### config.mk
export PLATFORM = sky130hd
export DESIGN_NAME = pcl_unit
export DESIGN_NICKNAME = d
export VERILOG_FILES = /design/src/rtl/pcl_unit.sv
export SDC_FILE = /design/constraint.sdc
export NUM_CORES = 1
export LEC_CHECK = 0
export CAP_MARGIN = 0
export CORE_ASPECT_RATIO = 1.25
export CORE_MARGIN = 1
export CORE_UTILIZATION = 45
export CTS_CLUSTER_DIAMETER = 100
export DETAILED_ROUTE_END_ITERATION = 10
export DONT_BUFFER_PORTS = 1
export PLACE_DENSITY = 0.59
export SKIP_LAST_GASP = 1
export SYNTH_ARGS = -nofsm -noshare
export SYNTH_HDL_FRONTEND = slang
export SYNTH_SLANG_ARGS = --single-unit
### constraint.sdc
create_clock -name clk -period 3.9 [get_ports clk]
set_input_delay 0.78 -clock clk [delete_from_list [all_inputs] [get_ports clk]]
set_output_delay 0.78 -clock clk [all_outputs]
set_load 0.02 [all_outputs]
### src/rtl/pcl_unit.sv
// Program-counter low byte for the 65C02 core: increment, bus load and relative branch,
// with registered carry/borrow pulses to PCH and a one-cycle page-cross fix-up state.
module pcl_unit (
   input  logic       clk,
   input  logic       reset_n,
   input  logic       pcl_load,
   input  logic [7:0] db_in,
   input  logic       pc_inc,
   input  logic       branch_req,
   input  logic [7:0] branch_offset,
   output logic [7:0] address_low_out,
   output logic [7:0] db_out,
   output logic       carry_to_pch,
   output logic       borrow_to_pch,
   output logic       busy
);

   typedef enum logic {
      IDLE  = 1'b0,
      FIXUP = 1'b1
   } state_t;

   state_t     state_reg, state_next;
   logic [7:0] pcl_reg, pcl_next;
   logic       carry_reg, carry_next;
   logic       borrow_reg, borrow_next;
   logic [8:0] sum9;

   // Unsigned 9-bit add; the offset sign plus the carry-out classifies the page cross.
   assign sum9 = {1'b0, pcl_reg} + {1'b0, branch_offset};

   always_ff @(posedge clk or negedge reset_n) begin
      if (!reset_n) begin
         state_reg  <= IDLE;
         pcl_reg    <= 8'h00;
         carry_reg  <= 1'b0;
         borrow_reg <= 1'b0;
      end else begin
         state_reg  <= state_next;
         pcl_reg    <= pcl_next;
         carry_reg  <= carry_next;
         borrow_reg <= borrow_next;
      end
   end

   always_comb begin
      state_next  = state_reg;
      pcl_next    = pcl_reg;
      carry_next  = 1'b0;
      borrow_next = 1'b0;
      case (state_reg)
         IDLE: begin
            if (pcl_load) begin
               pcl_next = db_in;
            end else if (branch_req) begin
               pcl_next = sum9[7:0];
               if (!branch_offset[7] && sum9[8]) begin
                  carry_next = 1'b1;
                  state_next = FIXUP;
               end else if (branch_offset[7] && !sum9[8]) begin
                  borrow_next = 1'b1;
                  state_next  = FIXUP;
               end
            end else if (pc_inc) begin
               pcl_next   = pcl_reg + 8'd1;
               carry_next = (pcl_reg == 8'hFF);
            end
         end
         FIXUP: begin
            // Only a bus load is honoured here; the pulse already issued drops on exit.
            state_next = IDLE;
            if (pcl_load) begin
               pcl_next = db_in;
            end
         end
         default: state_next = IDLE;
      endcase
   end

   assign address_low_out = pcl_reg;
   assign db_out          = pcl_reg;
   assign carry_to_pch    = carry_reg;
   assign borrow_to_pch   = borrow_reg;
   assign busy            = (state_reg == FIXUP);

endmodule

# ---- Yosys cells after proc, flatten, opt, wreduce, memory -nomap -nowiden
# Index checks and enable logic that the tools add are counted.
dict set report totals {
  regBits 11
  in_bits 21
  output_inout_bits 19
  wordCells 34
}
dict set report op_classes {
  n_addsub 2
  eq_ne 3
  mux 19
  n_bitwise 1
  reduce_logical 5
}
# operator n
set op_table {}
lappend op_table {{8-bit two-way mux} 4}
lappend op_table {{8-bit case mux with 2 select lines} 1}
lappend op_table {{1-bit two-way mux} 13}
lappend op_table {{8-bit by 8-bit adder with 9-bit output} 1}
lappend op_table {{8-bit by 1-bit adder with 8-bit output, second input constant} 1}
lappend op_table {{8-bit == test, second input constant} 1}
lappend op_table {{4-bit inequality test, second input constant} 1}
lappend op_table {{1-bit logical AND} 2}
lappend op_table {{1-bit zero test} 2}
lappend op_table {{2-bit inequality test, second input constant} 1}
lappend op_table {{1-bit case mux with 2 select lines} 1}
lappend op_table {{2-bit AND reduction} 1}
lappend op_table {{1-bit inverter} 1}

# ---- Longest topological paths before layout
# Gate-level depths: netlist (run 1).
dict set report logic_depth {
  word_depth 8
  mapped_depth 10
  ltp_nobuf 10
}

# ---- Worst setup path after synthesis (run 1)
# No wires, ideal clock.
dict set report synth_path {
  kind {in2reg}
  start {input port branch_offset[0]}
  end {register borrow_reg (netlist: borrow_to_pch)}
  setup_ns 0.120
  arrival_ns 2.342
  required_time_ns 3.780
  setup_slack_ns 1.438
  path_stages 10
  n_path_buf 0
  path_cell_list {ha_1 -> inv_1 -> fa_1 -> nand2b_1 -> a21oi_1 -> o22ai_1 -> o21ai_1 -> inv_1 -> ha_1 -> and3_1}
}
dict set report synth_via {
  elab_chain_len 8
  elab_cells_between_ends 9
  classes_between {add/sub (1); mux (5); reduce/logical (3)}
}
# item line
set synth_lines {}
lappend synth_lines {{from (decl)} 10} ;# input logic [7:0] branch_offset,
lappend synth_lines {{8-bit by 8-bit adder with 9-bit output (*)} 30} ;# assign sum9 = {1'b0, pcl_reg} + {1'b0, branch_offset};
lappend synth_lines {{1-bit zero test} 60} ;# end else if (branch_offset[7] && !sum9[8]) begin
lappend synth_lines {{1-bit logical AND} 60}
lappend synth_lines {{1-bit two-way mux} 60}
lappend synth_lines {{1-bit two-way mux (*)} 57} ;# if (!branch_offset[7] && sum9[8]) begin
lappend synth_lines {{1-bit two-way mux (*)} 55} ;# end else if (branch_req) begin
lappend synth_lines {{1-bit two-way mux (*)} 53} ;# if (pcl_load) begin
lappend synth_lines {{1-bit two-way mux (*)} 51} ;# case (state_reg)
lappend synth_lines {{named net borrow_next} 26} ;# logic borrow_reg, borrow_next;
lappend synth_lines {{to (signal assigned)} 42} ;# borrow_reg <= borrow_next;
lappend synth_lines {{to (decl)} 26}
# Mark *: on every way through the listed nets, which the timed path passes. The rest lies on a longest branch.
# A chain may end at the register's enable or synchronous reset.

# ---- Worst setup path after layout (run 1)
dict set report layout_path {
  start {register pcl_reg[0] (netlist: address_low_out[0])}
  end {register borrow_reg (netlist: borrow_to_pch)}
}
dict set report layout_via {
  elab_chain_len 8
  elab_cells_between_ends 9
  classes_between {add/sub (1); mux (5); reduce/logical (3)}
}
# item line
set layout_lines {}
lappend layout_lines {{from (decl)} 24} ;# logic [7:0] pcl_reg, pcl_next;
lappend layout_lines {{from (signal assigned)} 40} ;# pcl_reg <= pcl_next;
lappend layout_lines {{8-bit by 8-bit adder with 9-bit output (*)} 30}
lappend layout_lines {{1-bit zero test} 60}
lappend layout_lines {{1-bit logical AND} 60}
lappend layout_lines {{1-bit two-way mux} 60}
lappend layout_lines {{1-bit two-way mux (*)} 57}
lappend layout_lines {{1-bit two-way mux (*)} 55}
lappend layout_lines {{1-bit two-way mux (*)} 53}
lappend layout_lines {{1-bit two-way mux (*)} 51}
lappend layout_lines {{named net borrow_next} 26}
# Marked as above.

==> out/results.txt, run 1 <==
The flow ran to the end, and the final reports show no timing, DRC or antenna violations. The tightest hold path in the finished design has a slack of 0.197 ns. The tools report the number of antenna cells inserted as 0. The average wire length per cell after detail routing was 16.8 um; the count of instances resized after the clock tree is built was 0.

The initial core utilization was 48.2%; the max-cap violation count was 0. The number of antenna violations at the first check in global routing was 0. The die outline height works out to 59.3 um. The logs give 22.1% for the overall fraction of global-route tracks in use and 2 for the maximum count of clock buffers along a single path.

TritonCTS built the clock tree. Of the total synthesized cell area, the portion taken by AND, OR, NAND and NOR gates is 23.4%. Data on the critical path is required at its endpoint by 4.06 ns. Average via count per standard cell: 6.11.

The run gives 3 as the number of clock buffers inserted by TritonCTS. The type of the worst min-delay path is in2async. The run gives 0 as the number of buffers added to fix hold violations after cts. The share of flip-flops with an asynchronous set or reset came out at 100%. The cell type group with the largest total delay on the critical path was adder cells. Synthesis produced 143 cells. The total global routing overflow is 0. The tools report the kind of end point of the critical path as a register.

The final number of hold-violating endpoints came out at 0. Counting both buffers and inverters, the worst setup path holds a total of 2. Measured against the total synthesized area, the mux share comes to 2.54%.

The worst register-to-register path has a setup slack of 1.20 ns. The leakage component of the power came out at 0.484 nW. The worst reg2reg path endpoint was borrow_to_pch$_DFF_PN0_.

The post-CTS clock slew at the launch and capture registers of the worst setup and hold paths is 0.08 ns. The worst setup path is of the reg2reg kind. The complex-gate fraction of the synthesized area was 24.2%.

The mean instance size in the synthesized netlist came out at 8.26 um^2. The design draws 0.562 mW. The number of cells on the worst reg-to-reg path is 10. Entering global routing, the biggest net connects 23 pins.

The part of the Yosys area used for sequential elements came out at 23.3%. Routability-driven placement finished with a final weighted congestion of 0.856. The fraction of final layout cells sized beyond drive strength 1 works out to 8.21%. After Yosys synthesis, XOR and XNOR cells account for 1.48% of the synthesized area. The worst pin sits at a relative slew slack of 58.1%. The run gives 1035 as the via count of the first global-routing pass. The clock sink count is 11. Setup repair after global routing left no endpoint under its margin. After synthesis, the largest family of logic cells by area is compound AO/OA/AOI/OAI gates.

The netlist uses 42 different library cells. The wire length of the first global-routing pass was 4520 um; the longest individual stage delay on the worst path was 0.70 ns. After detailed placement, the total cell area comes to 1120 um^2.

The run gives 2810 um as the final wirelength. The library cells used most frequently in the layout, excluding fill and tap cells, are ha_1 (11), dfrtp_1 (11), inv_1 (9), nor2_1 (9), a21oi_1 (9). The floorplan step defined a die boundary enclosing 2840 um^2. The final clock skew is 0.000969 ns.

In this run, synthesis inferred 0 flip-flops with an integrated enable. The detailed router placed 1020 vias in this run. The maximum fanout encountered on the critical timing path works out to 8.

STA classifies the critical path startpoint as a register. The net count reported at finish is 168, and the buffers inserted during post-CTS setup optimization is 0. The synthesized design contains 11 register bits.

Summed over all failing endpoints, the final setup total negative slack is 0 ns. For this run, the top clock speed supported by timing is 0.371 GHz. In this run the power density over the cells is 491 nW/um^2. The max-slew violation total from the final report was 0; the shortest clock period the worst path allows after layout was 2.70 ns. In the synthesized netlist the dominant register cell turns out to be dfrtp_1. At the later pin of the worst-skew pair, clock insertion delay measures 0.27 ns. The yosys synthesis warning count was 0.

Detailed placement ended at an HPWL of 2150 um. 40 I/O pins were placed. After Yosys synthesis, full adders, half adders and majority gates account for 13.3% of the synthesized area. The floorplan has 20 rows.

The tools report the number of DRC violations after detailed routing as 0. The slowest cell on the critical path was dfrtp_1. The detailed router finished its first iteration with 22 violations. The count of buffers from port buffering came out at 0. Once detail routing completed, the nets flagged for antenna violations numbered 0. The total area inside the core boundary comes to 2450 um^2.

The finished cells cover 1140 um^2. The die extent in x works out to 47.8 um. Library cell used as clock root buffer: clkbuf_4. The critical path goes through ha_1 > inv_1 > fa_1 > nand2b_1 > a21oi_1 > o22ai_1 > o21ai_1 > inv_1 > ha_1 > and3_1. For the worst setup path, the data arrival time is 2.86 ns. First-pass iteration count of the detailed router: 4.

The transition time of the tightest slew-check pin came out at 0.628 ns. The cell area that synthesis handed to floorplanning was 1180 um^2. Setup violations remaining at the end of the flow were counted as 0. The worst path uses 69.1% of the clock period.

The worst-case IR drop observed on VDD is 192 uV. The growth of design area from synthesis to finish works out to -3.07%. In this run the critical register-to-register path is launched from address_low_out[0]$_DFFE_PN0P_. The logs give 1 for the number of H-tree branching levels and 176 for the net count after synthesis.
[cell usage after synthesis (2+ instances only)]
cell type  number  area, um^2
a211oi_1        2        15.0
a21oi_1         9        45.0
and3_1          2        12.5
buf_4          11        82.6
buf_6           2        22.5
dfrtp_1        11         275
ha_1           11         138
inv_1           9        33.8
mux2i_1         3        30.0
nand2_1         7        26.3
nand2b_1        4        25.0
nand3_1         4        20.0
nand4_1         3        18.8
nor2_1          9        33.8
nor2b_1         2        12.5
nor3_1          7        35.0
o211ai_1        3        22.5
o21ai_0         8        40.0
o21ai_1         7        35.0
o22a_1          2        17.5
o22ai_1         3        18.8
or3_1           3        18.8
xor2_1          2        17.5
[cell families (layout without fill, tap and decap cells)]
| logic type | after synthesis | count (layout) |
|---|---|---|
| xor+xnor | 2 | 2 |
| compound gates | 43 | 43 |
| mux | 3 | 3 |
| buf+inv | 22 | 13 |
| flops | 11 | 11 |
| fa+ha+maj | 12 | 12 |
| simple gates | 50 | 50 |
[flip-flops by register name, indices dropped and copies added, names as in the netlist]
name / count
busy: 1
carry_to_pch: 1
borrow_to_pch: 1
address_low_out: 8
[cell type report]
class,count,area [um^2]
Clock buffer,3,22.5
Clock inverter,1,5.00
Fill cell,276,1310
Inverter,9,33.8
Multi-Input combinational cell,110,767
Sequential cell,11,275
Tap cell,33,41.3
[worst register-to-register path: cells and delay by family, from the launching register on]
kind,cells,cell delay (ns)
buffers and inverters,2,0.13
adder cells (fa/ha/maj),3,0.90
AO/OA/AOI/OAI,3,0.52
flip-flops,1,0.70
AND/OR/NAND/NOR,2,0.34
[per-stage QoR]
| step | cells | worst slack, ns | util (%) |
|---|---|---|---|
| 3_5_place_dp | 163 | 1.22 | 45.6 |
| 6_report | 167 | 1.20 | 46.7 |
| 3_3_place_gp | 163 | 1.30 | 45.6 |
| 2_1_floorplan | 143 | 1.44 | - |
| 4_1_cts | 167 | 1.19 | 46.7 |
| 5_1_grt | 167 | 0.972 | 46.7 |
[how the worst max path moves through the flow]
stage	start	endpoint	slack, ns	cells after the start
3_5_place_dp	address_low_out[0]$_DFFE_PN0P_	borrow_to_pch$_DFF_PN0_	1.22	10
2_1_floorplan	branch_offset[0]	borrow_to_pch$_DFF_PN0_	1.44	10
4_1_cts	address_low_out[0]$_DFFE_PN0P_	borrow_to_pch$_DFF_PN0_	1.19	10
5_1_grt	address_low_out[0]$_DFFE_PN0P_	borrow_to_pch$_DFF_PN0_	0.97	10
6_report	address_low_out[0]$_DFFE_PN0P_	borrow_to_pch$_DFF_PN0_	1.20	10
3_3_place_gp	address_low_out[0]$_DFFE_PN0P_	borrow_to_pch$_DFF_PN0_	1.30	10
[where the power goes]
part	switching (mW)	internal, mW	total (mW)	leakage (nW)
combinational	0.126	0.109	0.235	0.334
sequential	0.113	0.135	0.247	0.133
clock	0.0417	0.0379	0.0796	0.0177
[per-layer routing]
| layer | routed length (um) | share of wire [%] | global-route usage (%) | up-vias |
|---|---|---|---|---|
| met3 | 157 | 5.6 | 3.66 | 4 |
| met5 | 0 | 0 | 0 | - |
| met2 | 1390 | 49 | 37.6 | 39 |
| met4 | 33 | 1.2 | 5.56 | 0 |
| met1 | 1230 | 44 | 28.1 | 478 |
| li1 | - | - | - | 499 |
Power figures use the tool's default switching activity.
==> inputs of run 2 (changes only) <==
clock period = 2.5 ns   (was 3.9 ns; I/O delays follow)
==> run 2 against run 1 <==
Wire length grew 3.0%. Critical path depth did not move. Global-route usage grew 1.3 points. Combinational power up 120%. Clock power rose by 72%. Sequential share of layout area is 1.1 points lower. Register-to-register slack got worse by 0.92 ns. Via count up 4.2%. First-iteration DRC count rose by 18%. Worst hold slack better by 0.076 ns. Design area is 4.8% higher. Clock skew up 0.0084 ns. Critical path type unchanged. Critical endpoint unchanged. Largest cell class unchanged.
==> out/results.txt, run 2 (synthesis results as in run 1) <==
The tools report the buffers inserted during post-CTS setup optimization as 0 (unchanged). Flip-flop count of the largest register after layout: 8 (unchanged). The tools report the cell count after placement as 169 (was 163).

The insertion delay of the later-clocked pin in the worst-skew pair is 0.29 ns (was 0.27 ns), and the sequential share of power is 30.0% (was 44.0%). Count of instances resized after the clock tree is built: 0 (unchanged). The run gives 48.2% (unchanged) as the initial core utilization. The run gives 2.40 ns (was 2.86 ns) as the arrival time reported for the critical path endpoint. The flow ran to the end, and the final reports show no timing, DRC or antenna violations. The run gives 3 (unchanged) as the number of clock buffers inserted by TritonCTS. The largest net degree at the start of global routing is 23 (unchanged). The die extent in x was 47.8 um (unchanged); the data required time at the worst endpoint was 2.69 ns (was 4.06 ns). The final clock skew is 0.00940 ns (was 0.000969 ns), and the final number of hold-violating endpoints is 0 (unchanged). The worst hold path begins at pcl_load. The maximum fanout encountered on the critical timing path came out at 3 (was 8). The leakage component of the power is 0.517 nW (was 0.484 nW), and the number of DRC violations after detailed routing is 0 (unchanged).

The type of the setup path with the least slack is reg2reg (unchanged). For the internal portion of total power, the log shows 0.472 mW (was 0.281 mW). The total negative setup slack is 0 ns (unchanged). The setup-violating endpoint count in the final report came out at 0 (unchanged). The number of buffers added to fix hold violations after cts is 1 (was 0).

The die outline height came out at 59.3 um (unchanged). For the fill cell total of the finished layout, the log shows 258 (was 276). The tools report the first-pass iteration count of the detailed router as 4 (unchanged).

The worst slew margin relative to its limit is 63.5% (was 58.1%). The area of the die is 2840 um^2 (unchanged), and the number of cell instances on the worst register-to-register path is 10 (unchanged). Library cell used as clock root buffer: clkbuf_4 (unchanged). The first-iteration detailed-routing DRC count is 26 (was 22). The reg-to-reg startpoint is address_low_out[0]$_DFFE_PN0P_ (unchanged).

The hold path depth is 1. The longest individual stage delay on the worst path came out at 0.40 ns (was 0.70 ns). The fraction of power spent switching nets is 49.1% (was 49.9%). The maximum count of clock buffers along a single path came out at 2 (unchanged). The power after layout was 0.927 mW (was 0.562 mW); the shortest clock period the worst path allows after layout was 2.22 ns (was 2.70 ns). The via count was 1063 (was 1020); the total global routing overflow was 0 (unchanged). The final cell count without fillers came out at 174 (was 167). The tools report the origin of the worst setup path as address_low_out[0]$_DFFE_PN0P_ (unchanged). The max-slew violation total from the final report is 0 (unchanged), and the wire length of the first global-routing pass is 4580 um (was 4520 um). Setup repair after global routing left no endpoint under its margin. The clock sink count was 11 (unchanged). Leading cell types in the layout, fill and taps excluded: ha_1 (11), dfrtp_1 (11), inv_1 (9), nor2_1 (9), a21oi_1 (9) (unchanged). Post-detailed-route count of antenna-violating nets: 0 (unchanged).

The final non-filler cell area was 1200 um^2 (was 1140 um^2); the average wire length per cell after detail routing was 16.6 um (was 16.8 um). The growth of design area from synthesis to finish is 1.59% (was -3.07%), and the upper clock frequency limit is 0.451 GHz (was 0.371 GHz). The slowest cell on the critical path is fa_1 (was dfrtp_1). The portion of total power attributed to combinational logic was 55.3% (was 41.8%). TritonCTS built the clock tree. Fraction of final layout cells sized beyond drive strength 1: 12.1% (was 8.21%). The number of antenna cells inserted was 0 (unchanged). The logs give 175 (was 168) for the net count reported at finish and 996 (was 1035) for the via count of the first global-routing pass.

The post-placement cell area is 1160 um^2 (was 1120 um^2), and the post-CTS clock slew at the launch and capture registers of the worst setup and hold paths is 0.09 ns (was 0.08 ns). Count of buffers from port buffering: 0 (unchanged). The kind of start point of the critical path was a register (unchanged).

The number of antenna violations at the first check in global routing is 0 (unchanged). The final wirelength is 2900 um (was 2810 um). The type of the worst min-delay path is in2reg (was in2async). The transition time of the tightest slew-check pin is 0.546 ns (was 0.628 ns). Ordered list of cells on the worst path: ha_1 > inv_1 > fa_1 > nand2b_1 > a21oi_1 > o22ai_1 > o21ai_1 > inv_1 > ha_1 > and3_1 (unchanged).

Count of boundary I/O pins: 40 (unchanged). The portion of the clock cycle consumed by the worst path in the final layout was 88.7% (was 69.1%). Worst ir drop on vdd: 476 uV (was 192 uV). The logs give 14.8% (was 14.2%) for the clock network fraction of design power and 0 (unchanged) for the max-cap violation count.

The total core area is 2450 um^2 (unchanged), and the detailed placer's ending HPWL is 2220 um (was 2150 um). The number of H-tree branching levels was 1 (unchanged); the overall fraction of global-route tracks in use was 23.4% (was 22.1%). The power density normalized to cell area came out at 772 nW/um^2 (was 491 nW/um^2). The net switching power came out at 0.455 mW (was 0.281 mW). The run gives 20 (unchanged) as the floorplan row count. Kind of end point of the critical path: a register (unchanged).

For the last weighted congestion value of the routability-driven placer, the log shows 0.907 (was 0.856). The average via count per standard cell was 6.11 (about the same).
==> run 2: area by class of cell <==
class / count / area [um^2] / area share [%]
Multi-Input combinational cell: 110 / 767 / 63.9
Sequential cell: 11 / 275 / 22.9
Timing Repair Buffer: 7 / 55.1 / 4.59
Tap cell: 33 / 41.3 / 3.44
Inverter: 9 / 33.8 / 2.82
Clock buffer: 3 / 22.5 / 1.88
Clock inverter: 1 / 5.00 / 0.417
==> run 2: power groups by stage <==
| stage | logic [mW] | registers (mW) | clock network, mW |
|---|---|---|---|
| after detailed placement | 0.504 | 0.281 | 0 |
| after global placement | 0.501 | 0.280 | 0 |
| after CTS | 0.514 | 0.278 | 0.139 |
| final | 0.512 | 0.278 | 0.137 |
| after global routing | 0.572 | 0.285 | 0.151 |
| after floorplan | 0.407 | 0.316 | 0 |
==> run 2: path summary, 6_finish.rpt <==
path                                                       end  slack, ns
worst max-delay path                   borrow_to_pch$_DFF_PN0_       0.28
worst min-delay path                    carry_to_pch$_DFF_PN0_       0.27
worst max register to register         borrow_to_pch$_DFF_PN0_       0.28
worst min register to register  address_low_out[1]$_DFFE_PN0P_       0.61
max in group asynchronous       address_low_out[5]$_DFFE_PN0P_       1.50
min in group asynchronous       address_low_out[3]$_DFFE_PN0P_       0.63
==> run 2: metrics by stage <==
step | utilization [%] | hold slack [ns] | setup WS (ns)
after CTS | 48.9 | 0.274 | 0.293
after detailed placement | 47.4 | 0.205 | 0.176
after global routing | 48.9 | 0.265 | 0.111
after floorplan | - | 0.204 | 0.192
after global placement | 47.4 | 0.205 | 0.197
final | 48.9 | 0.273 | 0.283
==> run 2: worst max-delay path, delay by kind of cell, from the launching register on <==
family | cells | cell delay [ns]
AOI/OAI and AO/OA | 3 | 0.50
buffers and inverters | 2 | 0.13
and+or+nand+nor | 2 | 0.33
adders and majority gates | 3 | 0.78
DFF | 1 | 0.37
==> run 2: metal layers <==
metal | up-vias | part of all wire (%) | wire (um) | GRT usage (%)
li1 | 517 | - | - | -
met1 | 506 | 45 | 1300 | 29.6
met3 | 7 | 6.0 | 174 | 8.84
met5 | - | 0 | 0 | 0
met4 | 0 | 1.9 | 56 | 8.33
met2 | 33 | 47 | 1370 | 35.5
==> inputs of run 3 (changes only) <==
CELL_PAD_IN_SITES_DETAIL_PLACEMENT = 1   (was not set)
CELL_PAD_IN_SITES_GLOBAL_PLACEMENT = 1   (was not set)
PLACE_DENSITY = 0.89   (was 0.59)
==> run 3 against run 2 <==
Worst setup slack worse by 0.14 ns. Sequential share of layout area is 0.17 points lower. First-iteration DRC count down 50%. Die area is the same. Utilization grew 0.36 points. Clock-buffer cell count grew 1. Critical path type unchanged.
==> out/results.txt, run 3 (synthesis results as in run 1) <==
The largest net degree at the start of global routing was 23 (unchanged); the initial core utilization was 48.2% (unchanged). The tools report the count of boundary I/O pins as 40 (unchanged). The tools report the upper clock frequency limit as 0.425 GHz (was 0.451 GHz).

The max-slew violation total from the final report is 0 (unchanged). Worst slew margin relative to its limit: 62.3% (was 63.5%). Ordered list of cells on the worst path: ha_2 > inv_1 > fa_1 > nand2b_1 > a21oi_1 > o22ai_1 > o21ai_1 > inv_1 > ha_1 > and3_1 (was ha_1 > inv_1 > fa_1 > nand2b_1 > a21oi_1 > o22ai_1 > o21ai_1 > inv_1 > ha_1 > and3_1). Flip-flop count of the largest register after layout: 8 (unchanged). Transition time of the tightest slew-check pin: 0.565 ns (was 0.546 ns). Slowest cell on the critical path: fa_1 (unchanged). For the number of antenna cells inserted, the log shows 0 (unchanged).

The shortest clock period the worst path allows after layout is 2.35 ns (was 2.22 ns). Total global routing overflow: 0 (unchanged). The final number of hold-violating endpoints is 0 (unchanged), and the final worst-path setup slack is 0.146 ns (was 0.283 ns). The via count of the first global-routing pass is 1116 (was 996), and the final worst hold slack is 0.291 ns (was 0.273 ns). The longest individual stage delay on the worst path works out to 0.40 ns (about the same). The arrival time reported for the critical path endpoint was 2.53 ns (was 2.40 ns); the net count reported at finish was 176 (was 175). Number of DRC violations after detailed routing: 0 (unchanged). The die extent in x was 47.8 um (unchanged); the first-pass iteration count of the detailed router was 4 (unchanged). The data required time at the worst endpoint was 2.67 ns (was 2.69 ns).

The leakage component of the power came out at 0.518 nW (was 0.517 nW). Worst ir drop on vdd: 284 uV (was 476 uV). TritonCTS built the clock tree.

The worst setup slack before clock tree synthesis was 0.0295 ns (was 0.176 ns). The maximum fanout encountered on the critical timing path was 3 (unchanged); the number of H-tree branching levels was 1 (unchanged). Library cell used as clock root buffer: clkbuf_4 (unchanged). The kind of start point of the critical path was a register (unchanged).

The average via count per standard cell was 6.25 (was 6.11). The growth of design area from synthesis to finish is 2.33% (was 1.59%), and the total core area is 2450 um^2 (unchanged). Type of the setup path with the least slack: reg2reg (unchanged). Leading cell types in the layout, fill and taps excluded: dfrtp_1 (11), ha_1 (10), inv_1 (9), nor2_1 (9), a21oi_1 (9) (was ha_1 (11), dfrtp_1 (11), inv_1 (9), nor2_1 (9), a21oi_1 (9)). The setup-violating endpoint count in the final report is 0 (unchanged), and the count of buffers from port buffering is 0 (unchanged). For the total negative setup slack, the log shows 0 ns (unchanged). The insertion delay of the later-clocked pin in the worst-skew pair was 0.29 ns (about the same); the overall fraction of global-route tracks in use was 26.3% (was 23.4%). The post-placement cell area is 1170 um^2 (was 1160 um^2). Die outline height: 59.3 um (unchanged). By instance count, the cell type seen most on the critical path is inv_1.

The run gives 0 (unchanged) as the number of antenna violations at the first check in global routing. Setup repair after global routing left no endpoint under its margin. The final non-filler cell area was 1210 um^2 (was 1200 um^2).

The type of the worst min-delay path was in2reg (unchanged). The fraction of final layout cells sized beyond drive strength 1 was 12.7% (was 12.1%); the floorplan row count was 20 (unchanged). Kind of end point of the critical path: a register (unchanged). The via count was 1094 (was 1063). The final clock skew came out at 0.00851 ns (was 0.00940 ns). The last weighted congestion value of the routability-driven placer was 0.951 (was 0.907); the max-cap violation count was 0 (unchanged).

The fill cell total of the finished layout was 316 (was 258); the maximum count of clock buffers along a single path was 2 (unchanged). The average wire length per cell after detail routing is 18.9 um (was 16.6 um), and the area of the die is 2840 um^2 (unchanged). The logs give 0.15 ns (was 0.28 ns) for the register-to-register path setup slack and 5220 um (was 4580 um) for the wire length of the first global-routing pass. The cell type group with the largest total delay on the critical path was adder cells (unchanged). Post-detailed-route count of antenna-violating nets: 0 (unchanged). The clock sink count was 11 (unchanged); the count of buffer and inverter cells on the critical path was 2 (unchanged).

The run finished with clean final reports. The power density normalized to cell area is 789 nW/um^2 (was 772 nW/um^2). The library cell used most frequently in the layout, excluding fill and tap cells, is dfrtp_1. The number of clock buffers inserted by TritonCTS came out at 3 (unchanged).

The detailed placer's ending HPWL was 2650 um (was 2220 um). The first-iteration detailed-routing DRC count is 13 (was 26). The portion of the clock cycle consumed by the worst path in the final layout works out to 94.2% (was 88.7%). The final wirelength came out at 3310 um (was 2900 um).

For the post-route core utilization, the log shows 49.3% (was 48.9%). The post-CTS clock slew at the launch and capture registers of the worst setup and hold paths is 0.09 ns (about the same).
-- run 3: cell count changes in the layout (fill, tap and decap cells not counted), sizes merged --
cell    change
buf         +1
clkbuf      +1
clkinv      -1
-- run 3: what timing repair did --
| action | 4_1_cts | 5_1_grt |
|---|---|---|
| buffers inserted | 0 | 0 |
| endpoints found under the hold margin | 11 | 0 |
| hold buffers | 1 | 0 |
| gates resized for setup | 0 | 1 |
| endpoints found under the setup margin | 0 | 2 |
-- run 3: area by class of cell --
cell class	count	area [um^2]	share of cell area (%)
Multi-Input combinational cell	110	769	63.7
Sequential cell	11	275	22.8
Timing Repair Buffer	8	62.6	5.18
Tap cell	33	41.3	3.42
Inverter	9	33.8	2.80
Clock buffer	4	26.3	2.17
-- run 3: layer usage --
metal / vias up / routed length, um / global-route usage (%)
met2: 36 / 1600 / 41.1
met1: 530 / 1450 / 33.5
met4: 0 / 65 / 10.3
met5: - / 0 / 0
li1: 519 / - / -
met3: 9 / 186 / 7.32
-- run 3: power breakdown --
| part | internal (mW) | total [mW] | switching (mW) | leakage (nW) |
|---|---|---|---|---|
| sequential | 0.213 | 0.264 | 0.0513 | 0.133 |
| clock | 0.0620 | 0.135 | 0.0732 | 0.0150 |
| combinational | 0.207 | 0.554 | 0.347 | 0.370 |
| total | 0.482 | 0.953 | 0.471 | 0.518 |
-- run 3: worst reg2reg max path, delay by kind of cell, from the launching register on --
kind / cells / cell delay [ns]
buffers and inverters: 2 / 0.13
and+or+nand+nor: 2 / 0.36
adders and majority gates: 3 / 0.80
DFF: 1 / 0.38
AOI/OAI and AO/OA: 3 / 0.57
-- run 3: path summary, 6_finish.rpt --
path,startpoint,to,cells after the start
worst min register to register,address_low_out[1]$_DFFE_PN0P_,address_low_out[1]$_DFFE_PN0P_,2
min in group asynchronous,reset_n,address_low_out[0]$_DFFE_PN0P_,1
worst min-delay path,pcl_load,carry_to_pch$_DFF_PN0_,1
max in group asynchronous,reset_n,address_low_out[7]$_DFFE_PN0P_,1
worst max register to register,address_low_out[0]$_DFFE_PN0P_,borrow_to_pch$_DFF_PN0_,10
worst max-delay path,address_low_out[0]$_DFFE_PN0P_,borrow_to_pch$_DFF_PN0_,10
-- run 3: metrics by stage --
stage / power [mW] / cells
final: 0.953 / 175
after global routing: 1.02 / 175
after CTS: 0.951 / 175
after detailed placement: 0.813 / 170
after global placement: 0.781 / 170
after floorplan: 0.724 / 143
